===== src/rtl/sos_pkg.sv =====
// Shared widths and types for the sum-of-squares accumulator
// that feeds the Q16.16 square-root pipeline.
package sos_pkg;

    localparam int SOS_SAMPLE_W = 16;
    localparam int SOS_ACC_W    = 32;
    localparam int SOS_CNT_W    = 16;

    typedef logic [2*SOS_SAMPLE_W-1:0] sq_t;
    typedef logic [SOS_ACC_W-1:0]      acc_t;
    typedef logic [SOS_CNT_W-1:0]      cnt_t;

    localparam acc_t ACC_MAX = '1;

endpackage


===== src/rtl/sos_square.sv =====
// One-stage registered signed squarer; valid and last travel
// alongside the unsigned product.
import sos_pkg::*;

module sos_square #(
    parameter int SAMPLE_W = SOS_SAMPLE_W
) (
    input  logic                       clock,
    input  logic                       reset,
    input  logic signed [SAMPLE_W-1:0] sample_in,
    input  logic                       valid_in,
    input  logic                       last_in,
    output logic [2*SAMPLE_W-1:0]      sq_out,
    output logic                       valid_out,
    output logic                       last_out
);

    logic signed [2*SAMPLE_W-1:0] prod;
    logic [2*SAMPLE_W-1:0]        sq_d, sq_q;
    logic                         valid_d, valid_q;
    logic                         last_d, last_q;

    // Square of any two's complement value is non-negative and fits.
    always_comb begin
        prod    = sample_in * sample_in;
        sq_d    = unsigned'(prod);
        valid_d = valid_in;
        last_d  = valid_in & last_in;
    end

    always_ff @(posedge clock) begin
        if (reset) begin
            sq_q    <= '0;
            valid_q <= 1'b0;
            last_q  <= 1'b0;
        end else begin
            sq_q    <= sq_d;
            valid_q <= valid_d;
            last_q  <= last_d;
        end
    end

    assign sq_out    = sq_q;
    assign valid_out = valid_q;
    assign last_out  = last_q;

endmodule


===== src/rtl/sum_of_squares_acc.sv =====
// Framed sum-of-squares accumulator: square, saturating accumulate,
// then a registered result with a one-cycle valid pulse.
import sos_pkg::*;

module sum_of_squares_acc #(
    parameter int SAMPLE_W = SOS_SAMPLE_W,
    parameter int ACC_W    = SOS_ACC_W,
    parameter int CNT_W    = SOS_CNT_W
) (
    input  logic                       clock,
    input  logic                       reset,
    input  logic signed [SAMPLE_W-1:0] sample_in,
    input  logic                       sample_valid,
    input  logic                       sample_last,
    output logic [ACC_W-1:0]           sum_out,
    output logic                       sum_valid,
    output logic [CNT_W-1:0]           sum_count,
    output logic                       sum_sat,
    output logic                       busy
);

    localparam logic [ACC_W-1:0] ACC_ONES = '1;
    localparam logic [CNT_W-1:0] CNT_ONES = '1;

    logic [2*SAMPLE_W-1:0] a_sq;
    logic                  a_valid;
    logic                  a_last;

    sos_square #(
        .SAMPLE_W (SAMPLE_W)
    ) u_square (
        .clock     (clock),
        .reset     (reset),
        .sample_in (sample_in),
        .valid_in  (sample_valid),
        .last_in   (sample_last),
        .sq_out    (a_sq),
        .valid_out (a_valid),
        .last_out  (a_last)
    );

    logic [ACC_W-1:0] acc_d, acc_q;
    logic [CNT_W-1:0] cnt_d, cnt_q;
    logic             sat_d, sat_q;
    logic             open_d, open_q;
    logic             fin_d, fin_q;
    logic             first;
    logic [ACC_W-1:0] base;
    logic [ACC_W:0]   sum_w;

    logic [ACC_W-1:0] sum_out_d, sum_out_q;
    logic [CNT_W-1:0] sum_count_d, sum_count_q;
    logic             sum_sat_d, sum_sat_q;
    logic             sum_valid_d, sum_valid_q;
    logic             busy_d, busy_q;

    // A frame opens on the first sample after reset or after a last.
    always_comb begin
        first  = !open_q;
        base   = first ? '0 : acc_q;
        sum_w  = {1'b0, base} + (ACC_W+1)'(a_sq);
        acc_d  = acc_q;
        cnt_d  = cnt_q;
        sat_d  = sat_q;
        open_d = open_q;
        fin_d  = a_valid & a_last;
        if (a_valid) begin
            acc_d  = sum_w[ACC_W] ? ACC_ONES : sum_w[ACC_W-1:0];
            sat_d  = (!first & sat_q) | sum_w[ACC_W];
            open_d = !a_last;
            if (first)
                cnt_d = CNT_W'(1);
            else if (cnt_q != CNT_ONES)
                cnt_d = cnt_q + CNT_W'(1);
        end
    end

    always_comb begin
        sum_out_d   = sum_out_q;
        sum_count_d = sum_count_q;
        sum_sat_d   = sum_sat_q;
        sum_valid_d = fin_q;
        if (fin_q) begin
            sum_out_d   = acc_q;
            sum_count_d = cnt_q;
            sum_sat_d   = sat_q;
        end
        busy_d = busy_q;
        if (sample_valid)
            busy_d = !sample_last;
    end

    always_ff @(posedge clock) begin
        if (reset) begin
            acc_q       <= '0;
            cnt_q       <= '0;
            sat_q       <= 1'b0;
            open_q      <= 1'b0;
            fin_q       <= 1'b0;
            sum_out_q   <= '0;
            sum_count_q <= '0;
            sum_sat_q   <= 1'b0;
            sum_valid_q <= 1'b0;
            busy_q      <= 1'b0;
        end else begin
            acc_q       <= acc_d;
            cnt_q       <= cnt_d;
            sat_q       <= sat_d;
            open_q      <= open_d;
            fin_q       <= fin_d;
            sum_out_q   <= sum_out_d;
            sum_count_q <= sum_count_d;
            sum_sat_q   <= sum_sat_d;
            sum_valid_q <= sum_valid_d;
            busy_q      <= busy_d;
        end
    end

    assign sum_out   = sum_out_q;
    assign sum_count = sum_count_q;
    assign sum_sat   = sum_sat_q;
    assign sum_valid = sum_valid_q;
    assign busy      = busy_q;

endmodule


===== config.mk =====
export PLATFORM = sky130hd
export DESIGN_NAME = sum_of_squares_acc
export DESIGN_NICKNAME = d
export VERILOG_FILES = /design/src/rtl/sos_pkg.sv /design/src/rtl/sos_square.sv /design/src/rtl/sum_of_squares_acc.sv
export SDC_FILE = /design/constraint.sdc
export NUM_CORES = 1
export LEC_CHECK = 0
export CAP_MARGIN = 20
export CORE_MARGIN = 5
export CORE_UTILIZATION = 43
export CTS_CLUSTER_SIZE = 10
export DETAILED_ROUTE_END_ITERATION = 8
export HOLD_SLACK_MARGIN = 0.02
export PLACE_DENSITY = 0.65
export SYNTH_ARGS = -nofsm -noshare
export SYNTH_HDL_FRONTEND = slang
export SYNTH_SLANG_ARGS = --single-unit

===== constraint.sdc =====
create_clock -name clock -period 12 [get_ports clock]
set_clock_uncertainty 0.15 [all_clocks]
set_input_delay 3.6 -clock clock [delete_from_list [all_inputs] [get_ports clock]]
set_output_delay 3.6 -clock clock [all_outputs]
set_load 0.02 [all_outputs]

==> run metrics, run 1 <==
met1 layer usage reported by global route=24.2%; Max stage delay cell, worst path=sky130_fd_sc_hd__clkdlybuf4s50_1; post-detail-place hpwl=26700 um; asr flop ratio synth=0%; CTS Hold Buffers Added=0; max-cap check violation count=0; post-layout minimum cycle time=10.26 ns; kind of start point of the critical path=primary input; Period Utilization, post-route=85.5%; Cells after Synth=1677; clock-pin transition on the worst setup and hold timing paths=0.06 ns; share of cells above drive strength 1=4.00%; worst endpoint required time=12.12 ns; number of pins exceeding their max-slew limit in the final report=0; number of setup buffers added after CTS=0; sequential cell area fraction in the yosys report=17.7%; Die H=198 um; maximum operating frequency=0.0975 GHz; Most Frequent Cell on Critical Path=sky130_fd_sc_hd__fa_1; count of antenna-violating nets left after detailed routing=0; number of sinks handled by clock tree synthesis=135; diodes inserted=0; Skew-Pair Late Insertion Delay=0.42 ns; via count normalized by instance count=4.99; crit path kind=primary input to flip-flop; per-instance average area after synthesis=9.09 um2; Post-synth EDFFs=0; remaining global-route overflow=0; antenna violations before repair=0; launch instance of the worst min-delay path=u_square.last_out$_SDFF_PP0_; Area contributors post-synth=sky130_fd_sc_hd__fa_1 (31%), sky130_fd_sc_hd__dfxtp_1 (18%), sky130_fd_sc_hd__ha_1 (9.9%); Core Footprint=35300 um2; number of buffers inserted by port buffering=70; worst-case hold path end point=fin_q$_SDFF_PP0_; Global Route Usage Sum=17.3%; detailed-route via count=10900; total length of routed wires=32800 um; wire per inst=15.0 um; I/O pin count=71; count of cells along the worst hold path=2; count of cells along the worst register-to-register path=12; list of cells traversed by the critical path=clkdlybuf4s50_1, nand2_1, fa_1, inv_1, fa_1, inv_1, fa_1, inv_1, fa_1, fa_1, inv_1, fa_1, inv_1, ha_1, a21oi_1, o21ai_0, a221oi_1, a21bo_2, a221o_1, a221oi_2, o21ai_0, xnor2_1, nor2_1; grt met2 use=29.2%; worst slew pin tran=1.06 ns; mapped cell area=15200 um2; reg2reg start=open_q$_SDFFE_PP0P_; prevailing post-synth register cell=sky130_fd_sc_hd__dfxtp_1; worst-path fanout max=18; area grow syn2layout=11.5%; Crit path arrival time=10.38 ns; minimum setup slack among reg-to-reg paths=7.62 ns; proportion of netlist area held by the largest area contributor=31.0%; maximum clock path buffer count=2; kind of end point of the critical path=flip-flop; Critical Path Start=sample_in[6]; number of storage elements in the synthesis netlist=135; unique cell type count in the Yosys netlist=62; Layout Nets=2090; number of setup violations in the final report=0; Initial DRT Pass Iterations=5; Num CTS Buffers=17; CTS tree=yes; number of buffers and inverters on the critical path=6; setup tns final=0 ns; most crowded layer after global routing=met2; CTS H-Tree Depth=4; number of warnings printed during yosys synthesis=0; headroom to the max-slew limit=29.3%; reg2reg end=acc_q[11]$_SDFFE_PP0P_; cell with the most instances after synthesis=sky130_fd_sc_hd__inv_1; largest area contributor in the netlist=sky130_fd_sc_hd__fa_1; Final Hold Vio Count=0; crit-path max cell delay=1.02 ns; top cell types by occurrence after synthesis=sky130_fd_sc_hd__inv_1 (354), sky130_fd_sc_hd__fa_1 (236), sky130_fd_sc_hd__nor2_1 (173); detailed router's first-iteration violation count=588; largest delay contributor family on the critical path=adder cells; # resized after CTS=0; run status=finished clean; Mapped Nets=2054; wire length of the first global-routing pass=56400 um; unrepaired setup endpoints after global routing=false; number of remaining DRC errors=0; GPL Wtd Cong=0.889; number of standard-cell rows in the floorplan=69; DIE AREA=39300 um2; number of global-route vias before repair=11400; floorplan die width=198 um; met3 GRT Util=2.37%; pin count of the biggest net entering global routing=102; class of the tightest hold or removal check=flip-flop to flip-flop; initial core utilization=43.1%; library cell used as clock root buffer=sky130_fd_sc_hd__clkbuf_16
==> placed cells by master (no fill, tap or decap), types with 4 or more instances in the layout <==
| cell type | synthesis | final |
|---|---|---|
| sky130_fd_sc_hd__inv_1 | 354 | 354 |
| sky130_fd_sc_hd__fa_1 | 236 | 236 |
| sky130_fd_sc_hd__nor2_1 | 173 | 173 |
| sky130_fd_sc_hd__dfxtp_1 | 135 | 133 |
| sky130_fd_sc_hd__ha_1 | 121 | 121 |
| sky130_fd_sc_hd__nand2_1 | 103 | 103 |
| sky130_fd_sc_hd__and2_1 | 74 | 74 |
| sky130_fd_sc_hd__clkdlybuf4s50_1 | 0 | 69 |
| sky130_fd_sc_hd__mux2i_1 | 51 | 51 |
| sky130_fd_sc_hd__xnor2_1 | 47 | 47 |
| sky130_fd_sc_hd__a21oi_1 | 44 | 44 |
| sky130_fd_sc_hd__xor2_1 | 37 | 37 |
| sky130_fd_sc_hd__a21o_1 | 26 | 26 |
| sky130_fd_sc_hd__o21ai_0 | 24 | 24 |
| sky130_fd_sc_hd__a311oi_1 | 24 | 24 |
| sky130_fd_sc_hd__nand3_1 | 20 | 20 |
| sky130_fd_sc_hd__clkbuf_16 | 0 | 17 |
| sky130_fd_sc_hd__buf_4 | 2 | 14 |
| sky130_fd_sc_hd__nor3_1 | 11 | 11 |
| sky130_fd_sc_hd__nand4_1 | 11 | 11 |
| sky130_fd_sc_hd__and3_1 | 10 | 10 |
| sky130_fd_sc_hd__nand2b_1 | 10 | 10 |
| sky130_fd_sc_hd__a31oi_1 | 8 | 8 |
| sky130_fd_sc_hd__o21a_1 | 8 | 8 |
| sky130_fd_sc_hd__o211ai_1 | 7 | 7 |
| sky130_fd_sc_hd__a211oi_1 | 7 | 7 |
| sky130_fd_sc_hd__a211oi_2 | 7 | 7 |
| sky130_fd_sc_hd__o21bai_1 | 6 | 6 |
| sky130_fd_sc_hd__inv_6 | 0 | 6 |
| sky130_fd_sc_hd__nor2b_1 | 5 | 5 |
| sky130_fd_sc_hd__bufinv_16 | 0 | 5 |
| sky130_fd_sc_hd__a31o_2 | 4 | 4 |
==> worst max-delay path by stage <==
stage	end	cells past startpoint	slack, ns
after global placement	u_square.sq_out[29]$_SDFF_PP0_	22	1.40
final	u_square.sq_out[29]$_SDFF_PP0_	23	1.74
after global routing	u_square.sq_out[29]$_SDFF_PP0_	23	1.35
after floorplan	u_square.sq_out[29]$_SDFF_PP0_	21	2.36
after detailed placement	u_square.sq_out[29]$_SDFF_PP0_	22	1.29
after CTS	u_square.sq_out[29]$_SDFF_PP0_	22	1.74
==> logic make-up (layout without fill, tap and decap cells) <==
group                    after synthesis  in the layout  synth area share, %
buffers and inverters                420            469                 10.6
flip-flops                           135            135                 17.7
AND/OR/NAND/NOR                      428            428                 12.8
multiplexers                          51             51                 3.35
adder cells (fa/ha/maj)              357            357                 40.9
XOR/XNOR                              84             84                 4.83
AO/OA/AOI/OAI                        202            202                 9.73
==> registers in the layout, summed over array words and instances, names as in the netlist, 16 cells and up <==
| signal | flops |
|---|---|
| u_square.sq_out | 31 |
| cnt_q | 16 |
| acc_q | 32 |
| sum_count | 16 |
| sum_out | 32 |
==> worst min-delay path: stages (launching register included) <==
cell	delay [ns]
sky130_fd_sc_hd__dfxtp_1	0.30
sky130_fd_sc_hd__nand2_1	0.07
sky130_fd_sc_hd__nor2_1	0.04
==> final cells by class <==
type                            count  area [um2]
Tap cell                          461         577
Fill cell                        3320       18300
Clock inverter                     15         236
Timing Repair Buffer               83         796
Multi-Input combinational cell   1122       10900
Inverter                          354        1330
Sequential cell                   135        2710
Clock buffer                       17         425
==> metal layers <==
layer | vias to the layer above | share of wire (%)
met5 | - | 0
met4 | 0 | 1.3
met3 | 26 | 4.7
met2 | 231 | 47
met1 | 5329 | 47
li1 | 5319 | -
==> stage by stage <==
step	cells	utilization, %	setup slack (ns)	hold WS, ns	cell area [um2]
2_1_floorplan	1677	-	2.36	0.270	15200
3_3_place_gp	2155	46.2	1.40	0.281	16300
3_5_place_dp	2155	46.2	1.29	0.270	16300
4_1_cts	2187	48.1	1.74	0.293	17000
5_1_grt	2187	48.1	1.35	0.333	17000
6_report	2187	48.1	1.74	0.300	17000
Power of run 1 is not shown: default switching activity piles up to over one toggle a cycle in this logic, so the estimate is an artifact.
==> run 2: changes to the inputs <==
--- a/config.mk
+++ b/config.mk
@@ -6,6 +6,7 @@
 export NUM_CORES = 1
 export LEC_CHECK = 0
 export CAP_MARGIN = 20
+export CORE_ASPECT_RATIO = 2
 export CORE_MARGIN = 5
 export CORE_UTILIZATION = 43
 export CTS_CLUSTER_SIZE = 10
==> run 2 against run 1 <==
Utilization is 0.070 points lower. First-iteration DRC count is 12% lower. Critical path depth is 3 lower. Non-clock buffer count is 2 lower. Sequential share of layout area is 0.13 points higher. Count of clock-buffer cells in the layout is 3 higher. Via count is 1.6% higher. Routed wire length is 8.6% higher. Worst hold slack worse by 0.0081 ns.
==> run metrics, run 2 (synthesized netlist as in run 1, its figures left out) <==
maximum operating frequency=0.0959 GHz (-1.6%); reg2reg end=acc_q[14]$_SDFFE_PP0P_; Num CTS Buffers=17 (unchanged); crit path kind=primary input to flip-flop; CTS Hold Buffers Added=0 (unchanged); Seq. cell area=2710 um2 (unchanged); total length of routed wires=35600 um (+8.6%); post-layout minimum cycle time=10.42 ns (+0.167 ns); via count normalized by instance count=5.11 (+2.4%); # resized after CTS=0 (unchanged); number of pins exceeding their max-slew limit in the final report=0 (unchanged); count of cells along the worst register-to-register path=12 (unchanged); DIE AREA=39500 um2 (+0.58%); maximum clock path buffer count=2 (unchanged); wire length of the first global-routing pass=59600 um (+5.7%); pin count of the biggest net entering global routing=74 (-27%); wire per inst=16.4 um (+9.5%); unrepaired setup endpoints after global routing=false; highest-count cells in the layout ignoring fill and taps=sky130_fd_sc_hd__inv_1 (354), sky130_fd_sc_hd__fa_1 (236), sky130_fd_sc_hd__nor2_1 (173), sky130_fd_sc_hd__dfxtp_1 (133), sky130_fd_sc_hd__ha_1 (121); most common cell after layout, fill and taps aside=sky130_fd_sc_hd__inv_1; Die H=276 um (+39%); Initial DRT Pass Iterations=5 (unchanged); diodes inserted=0 (unchanged); kind of start point of the critical path=primary input; worst endpoint required time=12.14 ns (+0.02 ns); kind of end point of the critical path=flip-flop; floorplan die width=143 um (-28%); Period Utilization, post-route=86.9% (+1.4 points); Core Footprint=35100 um2 (-0.67%); detailed-route via count=11100 (+1.6%); number of remaining DRC errors=0 (unchanged); I/O pin count=71 (unchanged); remaining global-route overflow=0 (unchanged); CTS H-Tree Depth=4 (unchanged); Skew-Pair Late Insertion Delay=0.43 ns (about the same); Final Hold Vio Count=0 (unchanged); antenna violations before repair=0 (unchanged); share of cells above drive strength 1=3.89% (-0.11 points); Crit path arrival time=10.56 ns (+0.18 ns); worst-case hold path end point=fin_q$_SDFF_PP0_; number of setup violations in the final report=0 (unchanged); number of sinks handled by clock tree synthesis=135 (unchanged); reg2reg start=open_q$_SDFFE_PP0P_; clock-pin transition on the worst setup and hold timing paths=0.06 ns (about the same); launch instance of the worst min-delay path=u_square.last_out$_SDFF_PP0_; detailed router's first-iteration violation count=515 (-12%); count of antenna-violating nets left after detailed routing=0 (unchanged); class of the tightest hold or removal check=flip-flop to flip-flop; run status=finished clean; number of setup buffers added after CTS=0 (unchanged); GPL Wtd Cong=0.949 (+6.8%); library cell used as clock root buffer=sky130_fd_sc_hd__clkbuf_16; headroom to the max-slew limit=31.8% (+2.5 points); Layout Nets=2088 (-0.096%); max-cap check violation count=0 (unchanged); number of buffers inserted by port buffering=70 (unchanged); initial core utilization=43.4% (+0.29 points); worst-path fanout max=21 (+3); post-detail-place hpwl=29700 um (+11%); footprint of the multi-input gates=10900 um2 (unchanged); area grow syn2layout=10.6%; number of standard-cell rows in the floorplan=97 (+41%); worst slew pin tran=1.02 ns (-0.0377 ns); number of global-route vias before repair=12300 (+8.0%); minimum setup slack among reg-to-reg paths=7.57 ns (-0.05 ns); filler instances=3370 (+1.5%); count of cells along the worst hold path=2 (unchanged); setup tns final=0 ns (unchanged); Global Route Usage Sum=18.9% (+1.6 points); CTS tree=yes
run 2: area by class of cell:
type	count	share of cell area, %
multi-input combinational	1122	64.8
clock buffer	20	2.77
tap	445	3.30
clock inverter	12	0.549
inverter	354	7.88
timing repair buffer	81	4.63
sequential	135	16.0
run 2: worst max-delay path, stage by stage:
cell                              delay [ns]
sky130_fd_sc_hd__clkdlybuf4s50_1        0.87
sky130_fd_sc_hd__and2_1                 0.49
sky130_fd_sc_hd__fa_1                   0.72
sky130_fd_sc_hd__fa_1                   0.49
sky130_fd_sc_hd__fa_1                   0.50
sky130_fd_sc_hd__fa_1                   0.53
sky130_fd_sc_hd__fa_1                   0.49
sky130_fd_sc_hd__inv_1                  0.05
sky130_fd_sc_hd__fa_1                   0.47
sky130_fd_sc_hd__inv_1                  0.04
sky130_fd_sc_hd__ha_1                   0.34
sky130_fd_sc_hd__a21o_1                 0.20
sky130_fd_sc_hd__a21o_1                 0.17
sky130_fd_sc_hd__a221oi_1               0.21
sky130_fd_sc_hd__a21bo_2                0.29
sky130_fd_sc_hd__a221o_1                0.35
sky130_fd_sc_hd__a221oi_2               0.35
sky130_fd_sc_hd__o21ai_0                0.17
sky130_fd_sc_hd__xnor2_1                0.15
sky130_fd_sc_hd__nor2_1                 0.06
run 2: worst max-delay path by stage:
stage / cells past startpoint / startpoint / endpoint / slack, ns
after floorplan: 21 / sample_in[15] / u_square.sq_out[29]$_SDFF_PP0_ / 2.36
after global placement: 21 / sample_in[2] / u_square.sq_out[29]$_SDFF_PP0_ / 1.28
after detailed placement: 21 / sample_in[2] / u_square.sq_out[29]$_SDFF_PP0_ / 1.09
after CTS: 21 / sample_in[2] / u_square.sq_out[29]$_SDFF_PP0_ / 1.55
after global routing: 21 / sample_in[2] / u_square.sq_out[29]$_SDFF_PP0_ / 1.21
final: 20 / sample_in[1] / u_square.sq_out[29]$_SDFF_PP0_ / 1.58
run 2: metal layers:
layer	wire length, um	up-vias	global-route usage [%]	share of wire (%)
met5	0	-	0	0
li1	-	5305	-	-
met3	955	122	2.08	2.7
met1	12300	5417	18.6	35
met4	2490	0	11.7	7.0
met2	19800	232	36.2	56
run 2: through the flow:
| stage | worst slack (ns) | hold slack [ns] | cell area (um2) | utilization, % | std cells |
|---|---|---|---|---|---|
| after floorplan | 2.36 | 0.270 | 15200 | - | 1677 |
| after global placement | 1.28 | 0.283 | 16300 | 46.5 | 2137 |
| after detailed placement | 1.09 | 0.287 | 16300 | 46.5 | 2137 |
| after CTS | 1.55 | 0.297 | 16900 | 48.1 | 2169 |
| after global routing | 1.21 | 0.326 | 16900 | 48.1 | 2169 |
| final | 1.58 | 0.292 | 16900 | 48.1 | 2169 |
Power of run 2 is left out for the same reason.
==> run 3: changes to the inputs <==
--- a/config.mk
+++ b/config.mk
@@ -5,14 +5,17 @@
 export SDC_FILE = /design/constraint.sdc
 export NUM_CORES = 1
 export LEC_CHECK = 0
+export ABC_CLOCK_PERIOD_IN_PS = 12000
 export CAP_MARGIN = 20
-export CORE_ASPECT_RATIO = 2
+export CELL_PAD_IN_SITES_DETAIL_PLACEMENT = 0
+export CELL_PAD_IN_SITES_GLOBAL_PLACEMENT = 1
+export CORE_ASPECT_RATIO = 1.75
 export CORE_MARGIN = 5
 export CORE_UTILIZATION = 43
 export CTS_CLUSTER_SIZE = 10
 export DETAILED_ROUTE_END_ITERATION = 8
 export HOLD_SLACK_MARGIN = 0.02
-export PLACE_DENSITY = 0.65
+export PLACE_DENSITY = 0.79
 export SYNTH_ARGS = -nofsm -noshare
 export SYNTH_HDL_FRONTEND = slang
 export SYNTH_SLANG_ARGS = --single-unit
==> run 3 against run 2 <==
Sequential share of layout area down 0.072 points. Maximum frequency rose by 0.62%. Register-to-register slack gained 0.35 ns. Cell count increased by 0.92%. Utilization increased by 0.070 points. Routed wire length down 3.7%. Worst hold slack got worse by 0.0030 ns. Global-route usage decreased by 0.65 points. Count of clock-buffer cells in the layout down 2. Flip-flop and latch count is the same. Cell area rose by 0.45%.
==> run metrics, run 3 (synthesized netlist as in run 1, its figures left out) <==
number of standard-cell rows in the floorplan=91 (-6.2%); wire length of the first global-routing pass=58900 um (-1.2%); detailed router's first-iteration violation count=351 (-32%); worst endpoint required time=12.15 ns (about the same); number of remaining DRC errors=0 (unchanged); total met2 wirelength after detailed routing=18900 um (-4.7%); number of setup violations in the final report=0 (unchanged); number of sinks handled by clock tree synthesis=135 (unchanged); Global Route Usage Sum=18.2% (-0.65 points); maximum operating frequency=0.0965 GHz (+0.62%); CTS tree=yes; Initial DRT Pass Iterations=5 (unchanged); pin count of the biggest net entering global routing=69 (-6.8%); Final Hold Vio Count=0 (unchanged); most common cell after layout, fill and taps aside=sky130_fd_sc_hd__inv_1; highest-count cells in the layout ignoring fill and taps=sky130_fd_sc_hd__inv_1 (354), sky130_fd_sc_hd__fa_1 (236), sky130_fd_sc_hd__nor2_1 (173), sky130_fd_sc_hd__dfxtp_1 (133), sky130_fd_sc_hd__ha_1 (121); post-layout minimum cycle time=10.36 ns (-0.0641 ns); run status=finished clean; initial core utilization=43.3% (-0.13 points); unrepaired setup endpoints after global routing=false; DIE AREA=39400 um2 (-0.20%); I/O pin count=71 (unchanged); class of the tightest hold or removal check=flip-flop to flip-flop; Crit path arrival time=10.50 ns (-0.06 ns); floorplan die width=152 um (+6.4%); list of cells traversed by the critical path=clkdlybuf4s50_1, inv_1, nor2_1, fa_1, fa_1, fa_1, fa_1, fa_1, inv_1, fa_1, inv_1, ha_1, a21o_1, a21o_1, a221oi_1, a21bo_2, a221o_1, a221oi_2, o21ai_0, xnor2_1, nor2_1; headroom to the max-slew limit=43.0% (+11 points); setup tns final=0 ns (unchanged); GPL Wtd Cong=0.901 (-5.0%); clock-pin transition on the worst setup and hold timing paths=0.06 ns (about the same); kind of end point of the critical path=flip-flop; sum of met3 wire segment lengths after detailed routing=1010 um (+5.8%); number of global-route vias before repair=12000 (-2.8%); Layout Nets=2088 (unchanged); wire length on met1=13000 um (+5.2%); post-detail-place hpwl=28400 um (-4.5%); Max stage delay cell, worst path=sky130_fd_sc_hd__clkdlybuf4s50_1; number of pins exceeding their max-slew limit in the final report=0 (unchanged); wire per inst=15.7 um (-4.6%); top layer reached by signal wires=met4; max-cap check violation count=0 (unchanged); remaining global-route overflow=0 (unchanged); total length of routed wires=34300 um (-3.7%); CTS H-Tree Depth=4 (unchanged); via count normalized by instance count=4.99 (-2.2%); crit-path max cell delay=0.85 ns (-0.02 ns); worst slew pin tran=0.855 ns (-0.168 ns); Num CTS Buffers=17 (unchanged); Most Frequent Cell on Critical Path=sky130_fd_sc_hd__fa_1; diodes inserted=0 (unchanged); detailed-route via count=10900 (-1.3%); number of buffers inserted by port buffering=70 (unchanged); number of setup buffers added after CTS=0 (unchanged); kind of start point of the critical path=primary input; library cell used as clock root buffer=sky130_fd_sc_hd__clkbuf_16; CTS Hold Buffers Added=0 (unchanged); Skew-Pair Late Insertion Delay=0.43 ns (about the same); # resized after CTS=0 (unchanged); share of cells above drive strength 1=3.89% (unchanged); worst-path fanout max=15 (-29%); area grow syn2layout=11.1%; count of antenna-violating nets left after detailed routing=0 (unchanged); Period Utilization, post-route=86.3% (-0.53 points); Core Footprint=35200 um2 (+0.31%); maximum clock path buffer count=2 (unchanged); Die H=259 um (-6.2%); crit path kind=primary input to flip-flop; antenna violations before repair=0 (unchanged)
==> run 3: cell count changes in the layout (fill, tap and decap cells not counted), sizes merged <==
cell,before,now
clkbuf,20,18
clkinvlp,4,3
bufinv,0,3
clkinv,4,5
inv,358,357
==> run 3: layout make-up <==
type / count / area, um2
Fill cell: 3375 / 18300
Multi-Input combinational cell: 1122 / 10900
Sequential cell: 135 / 2710
Inverter: 354 / 1330
Timing Repair Buffer: 81 / 781
Tap cell: 465 / 582
Clock buffer: 18 / 439
Clock inverter: 14 / 171
==> run 3: layer usage <==
| layer | vias to the layer above | track usage, % |
|---|---|---|
| met4 | 0 | 7.40 |
| met3 | 76 | 2.25 |
| met1 | 5327 | 19.5 |
| met2 | 208 | 35.7 |
| li1 | 5318 | - |
| met5 | - | 0 |
==> run 3: stage by stage <==
step	worst slack [ns]	instances	cell area [um2]	hold WS (ns)	utilization [%]
2_1_floorplan	2.36	1677	15200	0.270	-
3_3_place_gp	1.31	2157	16300	0.285	46.4
3_5_place_dp	1.17	2157	16300	0.282	46.4
4_1_cts	1.63	2189	16900	0.291	48.1
5_1_grt	1.27	2189	16900	0.337	48.1
6_report	1.64	2189	16900	0.289	48.1
==> run 3: worst max-delay path: cells and delay by family <==
kind,cells,cell delay [ns]
AOI/OAI and AO/OA,7,1.74
xor gates and xnor gates,1,0.15
adders and majority gates,7,3.43
buffers and inverters,4,1.24
and+or+nand+nor,2,0.34
==> run 3: worst paths after layout <==
check | slack [ns] | depth (start not counted) | from | endpoint
setup / recovery | 1.64 | 21 | sample_in[2] | u_square.sq_out[29]$_SDFF_PP0_
hold / removal | 0.29 | 2 | u_square.last_out$_SDFF_PP0_ | fin_q$_SDFF_PP0_
setup reg to reg | 7.92 | 14 | open_q$_SDFFE_PP0P_ | acc_q[14]$_SDFFE_PP0P_
hold reg to reg | 0.29 | 2 | u_square.last_out$_SDFF_PP0_ | fin_q$_SDFF_PP0_
Power of run 3 is left out for the same reason.
